## config.mk

```make
export PLATFORM = sky130hd
export DESIGN_NAME = sh_wdt_win_flat
export DESIGN_NICKNAME = d
export VERILOG_FILES = /design/src/rtl/sh_wdt_win_if.sv /design/src/rtl/sh_wdt_win.sv /design/src/flat_wrapper.sv
export SDC_FILE = /design/constraint.sdc
export NUM_CORES = 1
export LEC_CHECK = 0
export ABC_CLOCK_PERIOD_IN_PS = 7500
export CORE_ASPECT_RATIO = 0.9
export CORE_MARGIN = 3
export CORE_UTILIZATION = 45
export CTS_BUF_LIST = sky130_fd_sc_hd__clkbuf_8
export DETAILED_ROUTE_END_ITERATION = 8
export PLACE_DENSITY = 0.77
export REMOVE_ABC_BUFFERS = 1
export SLEW_MARGIN = 40
export SYNTH_ARGS = -nofsm -noshare
export SYNTH_HDL_FRONTEND = slang
export SYNTH_SLANG_ARGS = --single-unit
```

## constraint.sdc

```tcl
create_clock -name CLK -period 7.5 [get_ports CLK]
set_input_delay 1.125 -clock CLK [delete_from_list [all_inputs] [get_ports CLK]]
set_output_delay 1.125 -clock CLK [all_outputs]
set_load 0.02 [all_outputs]
```

## src/rtl/sh_wdt_win_if.sv

```systemverilog
// sh_wdt_win_if: IBUS slave port bundle for the SH watchdog/interval timer
//   IBUS_A    address (byte)          IBUS_DI   write data
//   IBUS_DO   registered read data    IBUS_WE   write strobe
//   IBUS_REQ  request                 IBUS_BUSY never busy
//   IBUS_ACT  address hits the timer register block
interface sh_wdt_win_if;
    logic [27:0] IBUS_A;
    logic [31:0] IBUS_DI;
    logic [31:0] IBUS_DO;
    logic        IBUS_WE;
    logic        IBUS_REQ;
    logic        IBUS_BUSY;
    logic        IBUS_ACT;
    modport master (output IBUS_A, IBUS_DI, IBUS_WE, IBUS_REQ, input IBUS_DO, IBUS_BUSY, IBUS_ACT);
    modport slave (input IBUS_A, IBUS_DI, IBUS_WE, IBUS_REQ, output IBUS_DO, IBUS_BUSY, IBUS_ACT);
endinterface

```

## src/rtl/sh_wdt_win.sv

```systemverilog
// sh_wdt_win: parametrised SH watchdog/interval timer with optional windowed watchdog
//   CLK, RST      clock, synchronous active-high reset
//   CE            clock enable for all state
//   RES_N         soft reset (low = init, qualified by CE)
//   PSC_CE[7:0]   prescaler strobes selected by CSR.CKS
//   ibus          IBUS slave port (register block at BASE, 3 words)
//   WDTOVF_N      watchdog overflow pulse, OVF_CYC cycles low
//   ITI_IRQ       interval interrupt (CSR.OVF)
//   PRES, MRES    power-on / manual reset request, RES_CYC cycles high
//   Macro SH_WDT_WINDOW_EN adds the WIN register and premature-kick fault.
module sh_wdt_win #(
    parameter int          CNT_W   = 8,
    parameter logic [27:0] BASE    = 28'h5FFFFB8,
    parameter int          OVF_CYC = 128,
    parameter int          RES_CYC = 512
) (
    input  logic        CLK,
    input  logic        RST,
    input  logic        CE,
    input  logic        RES_N,
    input  logic [7:0]  PSC_CE,
    sh_wdt_win_if.slave ibus,
    output logic        WDTOVF_N,
    output logic        ITI_IRQ,
    output logic        PRES,
    output logic        MRES
);
    localparam int OW = OVF_CYC > 1 ? $clog2(OVF_CYC) : 1;
    localparam int RW = RES_CYC > 1 ? $clog2(RES_CYC) : 1;
    localparam logic [OW-1:0] OVF_LD = OW'(OVF_CYC - 1);
    localparam logic [RW-1:0] RES_LD = RW'(RES_CYC - 1);
    logic [CNT_W-1:0] cnt, win;
    logic             ovf, wt, tme;
    logic [2:0]       cks;
    logic             wovf, rste, rsts, werr;
    logic             tick, ovf_act, res_act, res_m;
    logic [OW-1:0]    ovf_cnt;
    logic [RW-1:0]    res_cnt;
    logic [31:0]      do_q, rdata;
    logic [27:0]      off;
    logic [7:0]       key;
    logic             init, sel, wr, kick, csr_wr, rst_set, rst_clr, premature, wrap, wd_ev, it_ev;
    logic             unused_di;
    assign init      = RST || (CE && !RES_N);
    assign off       = ibus.IBUS_A - BASE;
    assign sel       = ibus.IBUS_A >= BASE && off < 28'd12;
    assign key       = ibus.IBUS_DI[31:24];
    assign wr        = ibus.IBUS_REQ && ibus.IBUS_WE && sel;
    assign kick      = wr && off[3:2] == 2'd0 && key == 8'h5A;
    assign csr_wr    = wr && off[3:2] == 2'd0 && key == 8'hA5;
    assign rst_set   = wr && off[3:2] == 2'd1 && key == 8'h5A;
    assign rst_clr   = wr && off[3:2] == 2'd1 && key == 8'hA5 && !ibus.IBUS_DI[7];
    assign wrap      = tick && &cnt;
    assign wd_ev     = (wrap && wt) || premature;
    assign it_ev     = wrap && !wt;
    assign unused_di = ^ibus.IBUS_DI;
    assign rdata = off[3:2] == 2'd0 ? {ovf, wt, tme, 2'b11, cks, 8'h00, 16'(cnt)} :
                   off[3:2] == 2'd1 ? {wovf, rste, rsts, werr, 4'hF, 24'h0} :
                   off[3:2] == 2'd2 ? 32'(win) : 32'h0;
`ifdef SH_WDT_WINDOW_EN
    always_ff @(posedge CLK)
        if (init) win <= '0;
        else if (CE && wr && off[3:2] == 2'd2) win <= ibus.IBUS_DI[CNT_W-1:0];
    // A kick inside the closed window counts as a watchdog fault.
    assign premature = kick && wt && tme && win != '0 && cnt < win;
`else
    assign win       = '0;
    assign premature = 1'b0;
`endif
    always_ff @(posedge CLK) begin
        if (init) begin
            cnt     <= '0;
            {ovf, wt, tme, cks} <= '0;
            {wovf, rste, rsts, werr} <= '0;
            tick    <= 1'b0;
            do_q    <= '0;
            ovf_act <= 1'b0;
            ovf_cnt <= '0;
            res_act <= 1'b0;
            res_cnt <= '0;
            res_m   <= 1'b0;
        end else if (CE) begin
            tick <= PSC_CE[cks];
            do_q <= ibus.IBUS_REQ && sel ? rdata : '0;
            if (kick && !premature) cnt <= ibus.IBUS_DI[CNT_W-1:0];
            else if (tick) cnt <= tme ? cnt + 1'b1 : '0;
            if (wd_ev) {ovf, wt, tme, cks} <= '0;
            else begin
                if (csr_wr) {wt, tme, cks} <= {ibus.IBUS_DI[6:5], ibus.IBUS_DI[2:0]};
                ovf <= it_ev || (ovf && !(csr_wr && !ibus.IBUS_DI[7]));
            end
            if (rst_set) {rste, rsts} <= ibus.IBUS_DI[6:5];
            wovf <= wd_ev || (wovf && !rst_clr);
            werr <= premature || (werr && !rst_clr);
            // Pulse lasts while active; the counter runs LD..0 inclusive.
            if (wd_ev) begin
                ovf_act <= 1'b1;
                ovf_cnt <= OVF_LD;
            end else if (ovf_act) begin
                ovf_act <= ovf_cnt != '0;
                ovf_cnt <= ovf_cnt - 1'b1;
            end
            if (wd_ev && rste) begin
                res_act <= 1'b1;
                res_cnt <= RES_LD;
                res_m   <= rsts;
            end else if (res_act) begin
                res_act <= res_cnt != '0;
                res_cnt <= res_cnt - 1'b1;
            end
        end
    end
    assign WDTOVF_N       = !ovf_act;
    assign PRES           = res_act && !res_m;
    assign MRES           = res_act && res_m;
    assign ITI_IRQ        = ovf;
    assign ibus.IBUS_DO   = do_q;
    assign ibus.IBUS_BUSY = 1'b0;
    assign ibus.IBUS_ACT  = sel;
endmodule

```

## src/flat_wrapper.sv

```systemverilog
// flat-port wrapper written by rule: the top's interface ports become plain ports
module sh_wdt_win_flat 
#(
    parameter int          CNT_W   = 8,
    parameter logic [27:0] BASE    = 28'h5FFFFB8,
    parameter int          OVF_CYC = 128,
    parameter int          RES_CYC = 512
)
  (CLK, RST, CE, RES_N, PSC_CE, WDTOVF_N, ITI_IRQ, PRES, MRES, ibus_IBUS_A, ibus_IBUS_DI, ibus_IBUS_WE, ibus_IBUS_REQ, ibus_IBUS_DO, ibus_IBUS_BUSY, ibus_IBUS_ACT);
  sh_wdt_win_if ibus_i ();
  input  logic CLK;
  input  logic RST;
  input  logic CE;
  input  logic RES_N;
  input  logic [7:0] PSC_CE;
  output logic WDTOVF_N;
  output logic ITI_IRQ;
  output logic PRES;
  output logic MRES;
  input wire logic [$bits(ibus_i.IBUS_A)-1:0] ibus_IBUS_A;
  input wire logic [$bits(ibus_i.IBUS_DI)-1:0] ibus_IBUS_DI;
  input wire logic [$bits(ibus_i.IBUS_WE)-1:0] ibus_IBUS_WE;
  input wire logic [$bits(ibus_i.IBUS_REQ)-1:0] ibus_IBUS_REQ;
  output wire logic [$bits(ibus_i.IBUS_DO)-1:0] ibus_IBUS_DO;
  output wire logic [$bits(ibus_i.IBUS_BUSY)-1:0] ibus_IBUS_BUSY;
  output wire logic [$bits(ibus_i.IBUS_ACT)-1:0] ibus_IBUS_ACT;
  assign ibus_i.IBUS_A = ibus_IBUS_A;
  assign ibus_i.IBUS_DI = ibus_IBUS_DI;
  assign ibus_i.IBUS_WE = ibus_IBUS_WE;
  assign ibus_i.IBUS_REQ = ibus_IBUS_REQ;
  assign ibus_IBUS_DO = ibus_i.IBUS_DO;
  assign ibus_IBUS_BUSY = ibus_i.IBUS_BUSY;
  assign ibus_IBUS_ACT = ibus_i.IBUS_ACT;
  sh_wdt_win #(.CNT_W(CNT_W), .BASE(BASE), .OVF_CYC(OVF_CYC), .RES_CYC(RES_CYC)) u_core (.CLK(CLK), .RST(RST), .CE(CE), .RES_N(RES_N), .PSC_CE(PSC_CE), .ibus(ibus_i), .WDTOVF_N(WDTOVF_N), .ITI_IRQ(ITI_IRQ), .PRES(PRES), .MRES(MRES));
endmodule
```

* After elaboration in Yosys (flattened, before gate mapping)
Cells that the tools add are included. Widths: inputs -> output; s select.
Storage, ports and cells: bits in registers 70, bits of input ports 74, logic and storage cells 95
Operators by class: add/sub/neg operators 4, $lt $le $gt $ge 3, equal/unequal tests 3, mux-type cells 23, reduce and logical (&&, ||, !) cells 46
Operator list (number):
- $mux 32 | 3
- $ge 28x27->1 const B | 1
- $lt 28x4->1 const B | 1
- $sub 28x27->28 const B | 1
- $mux 8 | 3
- $logic_and 1x1->1 | 22
- $mux 9 | 2
- $mux 7 | 2
- $reduce_and 2->1 | 6
- $mux 1 | 10
- $reduce_bool 9->1 | 1
- $sub 9x1->9 const B | 1
- $add 8x1->8 const B | 1
- $eq 8x7->1 const B | 1
- $eq 8x8->1 const B | 1
- $reduce_and 8->1 | 1
- $reduce_bool 2->1 | 4
- $logic_not 1->1 | 7
- $reduce_bool 7->1 | 1
- $sub 7x1->7 const B | 1
- $mux 3 | 2
- $lt 3x4->1 const B | 1
- $bmux 1 s3 | 1
- $logic_or 1x1->1 | 3
- 2 further kinds | 2

* Logic depth before layout (Yosys ltp)
depth in word-level cells 11, mapped depth 10, mapped depth without buffers 9

* Worst setup path before layout
Ideal clock, no wire load.
path type input to output, start input port ibus_IBUS_A[3], end output port ibus_IBUS_ACT, arrival time 2770 ps, required time 6375 ps, setup slack 3605 ps, stages 8, cell sequence ha_1 a21o_1 nand2_1 o31a_1 nor3_1 o2111a_1 nand4_1 nor2_1
On the way: longest elaborated chain between the ends 3, elaborated cells between the ends (all ways) 4, classes of those cells 1 x add/sub; 2 x order compare; 1 x reduce/logical
Ends and longest elaborated chain:
- from (decl) | line flat_wrapper.sv:20 | input wire logic [$bits(ibus_i.IBUS_A)-1:0] ibus_IBUS_A;
- $sub 28x27->28 | line sh_wdt_win.sv:45 | assign off = ibus.IBUS_A - BASE;
- $lt 28x4->1 | line sh_wdt_win.sv:46 | assign sel = ibus.IBUS_A >= BASE && off < 28'd12;
- $logic_and 1x1->1 (*) | line sh_wdt_win.sv:46
- to (decl) | line flat_wrapper.sv:26 | output wire logic [$bits(ibus_i.IBUS_ACT)-1:0] ibus_IBUS_ACT;
Mark *: on every way between the ends. The rest lies on a longest branch, timed or not.

* Worst setup path in the final report
Ends and elaborated chain as after synthesis.

==> summary.md <==
| Metric | Value |
|---|---|
| Port Buf Inserts | 76 |
| Cts hold-fix bufs | 0 |
| Clock sink count | 54 |
| CTS tree | built |
| CP max FO | 10 |
| Largest net degree at the start of global routing | 24 |
| Most frequent cells after synthesis | dfxtp_1, nand2_1, nor2_1 |
| Area of the multi-input gates | 2338 sq um |
| Vias | 3450 |
| CP endpoint kind | primary output |
| PwrDens | 124.6 nW/um^2 |
| Max-slew violations | 0 |
| Yosys reg bits | 54 |
| Tot GR Track Use | 0.1980 |
| Met1 wire length | 4.295 mm |
| R2r endpoint | u_core.ovf_cnt[5] |
| Final setup viols | 0 |
| Nets@finish | 580 |
| Die span in x | 100.7 um |
| R2R cell count | 9 |
| DRC Markers | 0 |
| Synth cell types | 70 |
| Post-placement cell count | 590 |
| Die height | 91.22 um |
| Max_cap viols | 0 |
| Status | complete, no violations |
| Crit path to | ibus_IBUS_ACT |
| Post-Syn Area | 3631 sq um |
| Peak Freq | 0.1815 GHz |
| First-pass GRT wire length | 14.97 mm |
| Pre-antenna DRT Iters | 5 |
| Worst hold path type | reg2reg |
| Clock slew at reported path FFs | 0.09 ns |
| 1st-iter DRT viols | 248 |
| Register area share after synthesis | 0.2977 |
| H-tree depth | 2 |
| Number of I/O pins | 112 |
| Async SR Flop Fraction | 0 |
| Met3 WL | 734 um |
| Post-CTS sizing | 0 |
| Synthesized area per cell | 8.309 sq um |
| Root Driver | clkbuf_8 |
| Fin cells | 598 |
| DRT Wirelength | 9.259 mm |
| Post-route minimum period | 5.509 ns |
| Metal2 WL | 4.170 mm |
| Core area | 7695 sq um |
| Die area | 9184 sq um |
| Ys Warns | 0 |
| Max clock buf depth | 2 |
| Initial Utilization | 0.4719 |
| Data required time of the worst path | 6.38 ns |
| Layout cell share with drive strength beyond 1 | 0.08566 |
| Routability Congestion | 0.9268 |
| Register area | 1081 sq um |
| Top layer reached by signal wires | met4 |
| Critical Path Start | ibus_IBUS_A[3] |
| Filler Cell Count | 678 |
| Top cell type's share of synthesized area | 0.2977 |
| Worst setup SP type | input port |
| Post-synth EDFFs | 0 |
| Wire per inst | 15.48 um |
| Initial antenna violation count | 0 |
| Post-DP HPWL | 7.031 mm |
| Antenna Cells | 0 |
| Tcrit/Tclk final | 0.7345 |
| # rows | 30 |
| Max Clock Skew | 0.007123 ns |
| RSZ-0062 raised after global routing | false |
| Most common cell in the synthesized netlist | dfxtp_1 |
| Worst-Margin Slew | 0.8601 ns |
| Area Overhead vs Synth | 22.40% |
| VDD IR max | 0.07130 mV |
| Setup CP Type | in2out |
| Num CTS Buffers | 5 |
| DRT antenna net count | 0 |
| Synth area leader | dfxtp_1 |
| Fin Setup TNS | 0 ns |
| Final Cell Area | 4444 sq um |
| Post-DR vias/cell | 5.769 |
| Reg2reg setup slack | 4.76 ns |
| GR Overflow Total | 0 |
| Post-CTS setup buffer count | 0 |
| Number of global-route vias before repair | 3099 |
| Endpoints failing hold | 0 |
| Max_slew headroom | 0.4193 |
| WP data arrival | 4.38 ns |
| Insertion delay to the later sink of the worst-skew pair | 0.30 ns |
| Placed Area | 4353 sq um |
| RR Startpoint | u_core.cnt[0] |
| Top post-synthesis cells by area | dfxtp_1, mux2i_1, nand2_1 |
| Most used DFF post-synth | dfxtp_1 |
| Leak | 0.001621 uW |
| Hold path startpoint | u_core.ibus.IBUS_DO[2] |
| Synthesized instance count | 437 |
| Design Power | 553.7 uW |
## layer usage
metal / GRT usage / vias up
met1: 0.2881 / 1626
met5: 0 / -
met2: 0.3037 / 117
met4: 0.04040 / 0
li1: - / 1703
met3: 0.03687 / 4
## kinds of logic (layout without fill, tap and decap cells)
family,count (synthesis),after routing,share of synthesized area
and+or+nand+nor,189,189,0.2946
AOI/OAI and AO/OA,93,93,0.1840
DFF,54,54,0.2977
buffers and inverters,48,97,0.07546
muxes,24,24,0.07443
xor gates and xnor gates,23,23,0.05548
adders and majority gates,5,5,0.01723
other,1,17,0.001033
## metrics by stage
| step | setup slack (ns) | hold slack [ns] | util |
|---|---|---|---|
| after floorplan | 3.605 | 0.4532 | - |
| after global placement | 2.060 | 0.4366 | 0.5654 |
| after detailed placement | 2.084 | 0.4425 | 0.5657 |
| after CTS | 2.055 | 0.4632 | 0.5776 |
| after global routing | 1.865 | 0.4774 | 0.5776 |
| final | 1.991 | 0.4605 | 0.5776 |
## critical path, stage by stage
cell and delay (ns):
clkdlybuf4s50_1 0.70, ha_1 0.30, a21o_1 0.32, nand3_1 0.11, a2111oi_1 0.65, o2111a_1 0.29
nand4_1 0.11, nor2_1 0.15, clkdlybuf4s50_1 0.62
## power by group
part | internal, uW | switching [uW]
Combinational | 43.8 | 53.6
Clock | 73.4 | 92.1
Sequential | 288 | 2.72
## cells in the final DEF, fill, tap and decap left out, types with 10 or more instances in the layout
| cell | Yosys | layout |
|---|---|---|
| clkdlybuf4s50_1 | 0 | 76 |
| dfxtp_1 | 54 | 54 |
| nand2_1 | 42 | 42 |
| nor2_1 | 36 | 35 |
| nand3_1 | 31 | 31 |
| a21oi_1 | 27 | 27 |
| mux2i_1 | 18 | 18 |
| xnor2_1 | 17 | 17 |
| conb_1 | 1 | 17 |
| inv_1 | 12 | 13 |
| nor3_1 | 12 | 12 |
| nand4_1 | 11 | 11 |
| nand2b_1 | 10 | 10 |
| o21ai_0 | 10 | 10 |
| o21ai_2 | 10 | 10 |
## registers in the layout (all words and copies together) (netlist names), 3 cells and up
name	count
u_core.cnt	8
u_core.res_cnt	9
u_core.cks	3
u_core.ovf_cnt	7
u_core.ibus.IBUS_DO	16
## worst min-delay path by stage
stage                                    endpoint  cells after the start
final                      u_core.ibus.IBUS_DO[2]                      2
after detailed placement   u_core.ibus.IBUS_DO[2]                      2
after global placement    u_core.ibus.IBUS_DO[25]                      2
after global routing       u_core.ibus.IBUS_DO[7]                      2
after floorplan                       u_core.werr                      1
after CTS                  u_core.ibus.IBUS_DO[2]                      2
## final cells by class
cell class / count / area share
multi-input combinational: 351 / 0.5262
inverter: 12 / 0.01014
timing repair buffer: 77 / 0.1729
sequential: 54 / 0.2432
tap: 96 / 0.02703
clock inverter: 2 / 0.001971
clock buffer: 6 / 0.01858
Note: power is estimated with default switching activity, not from simulation.
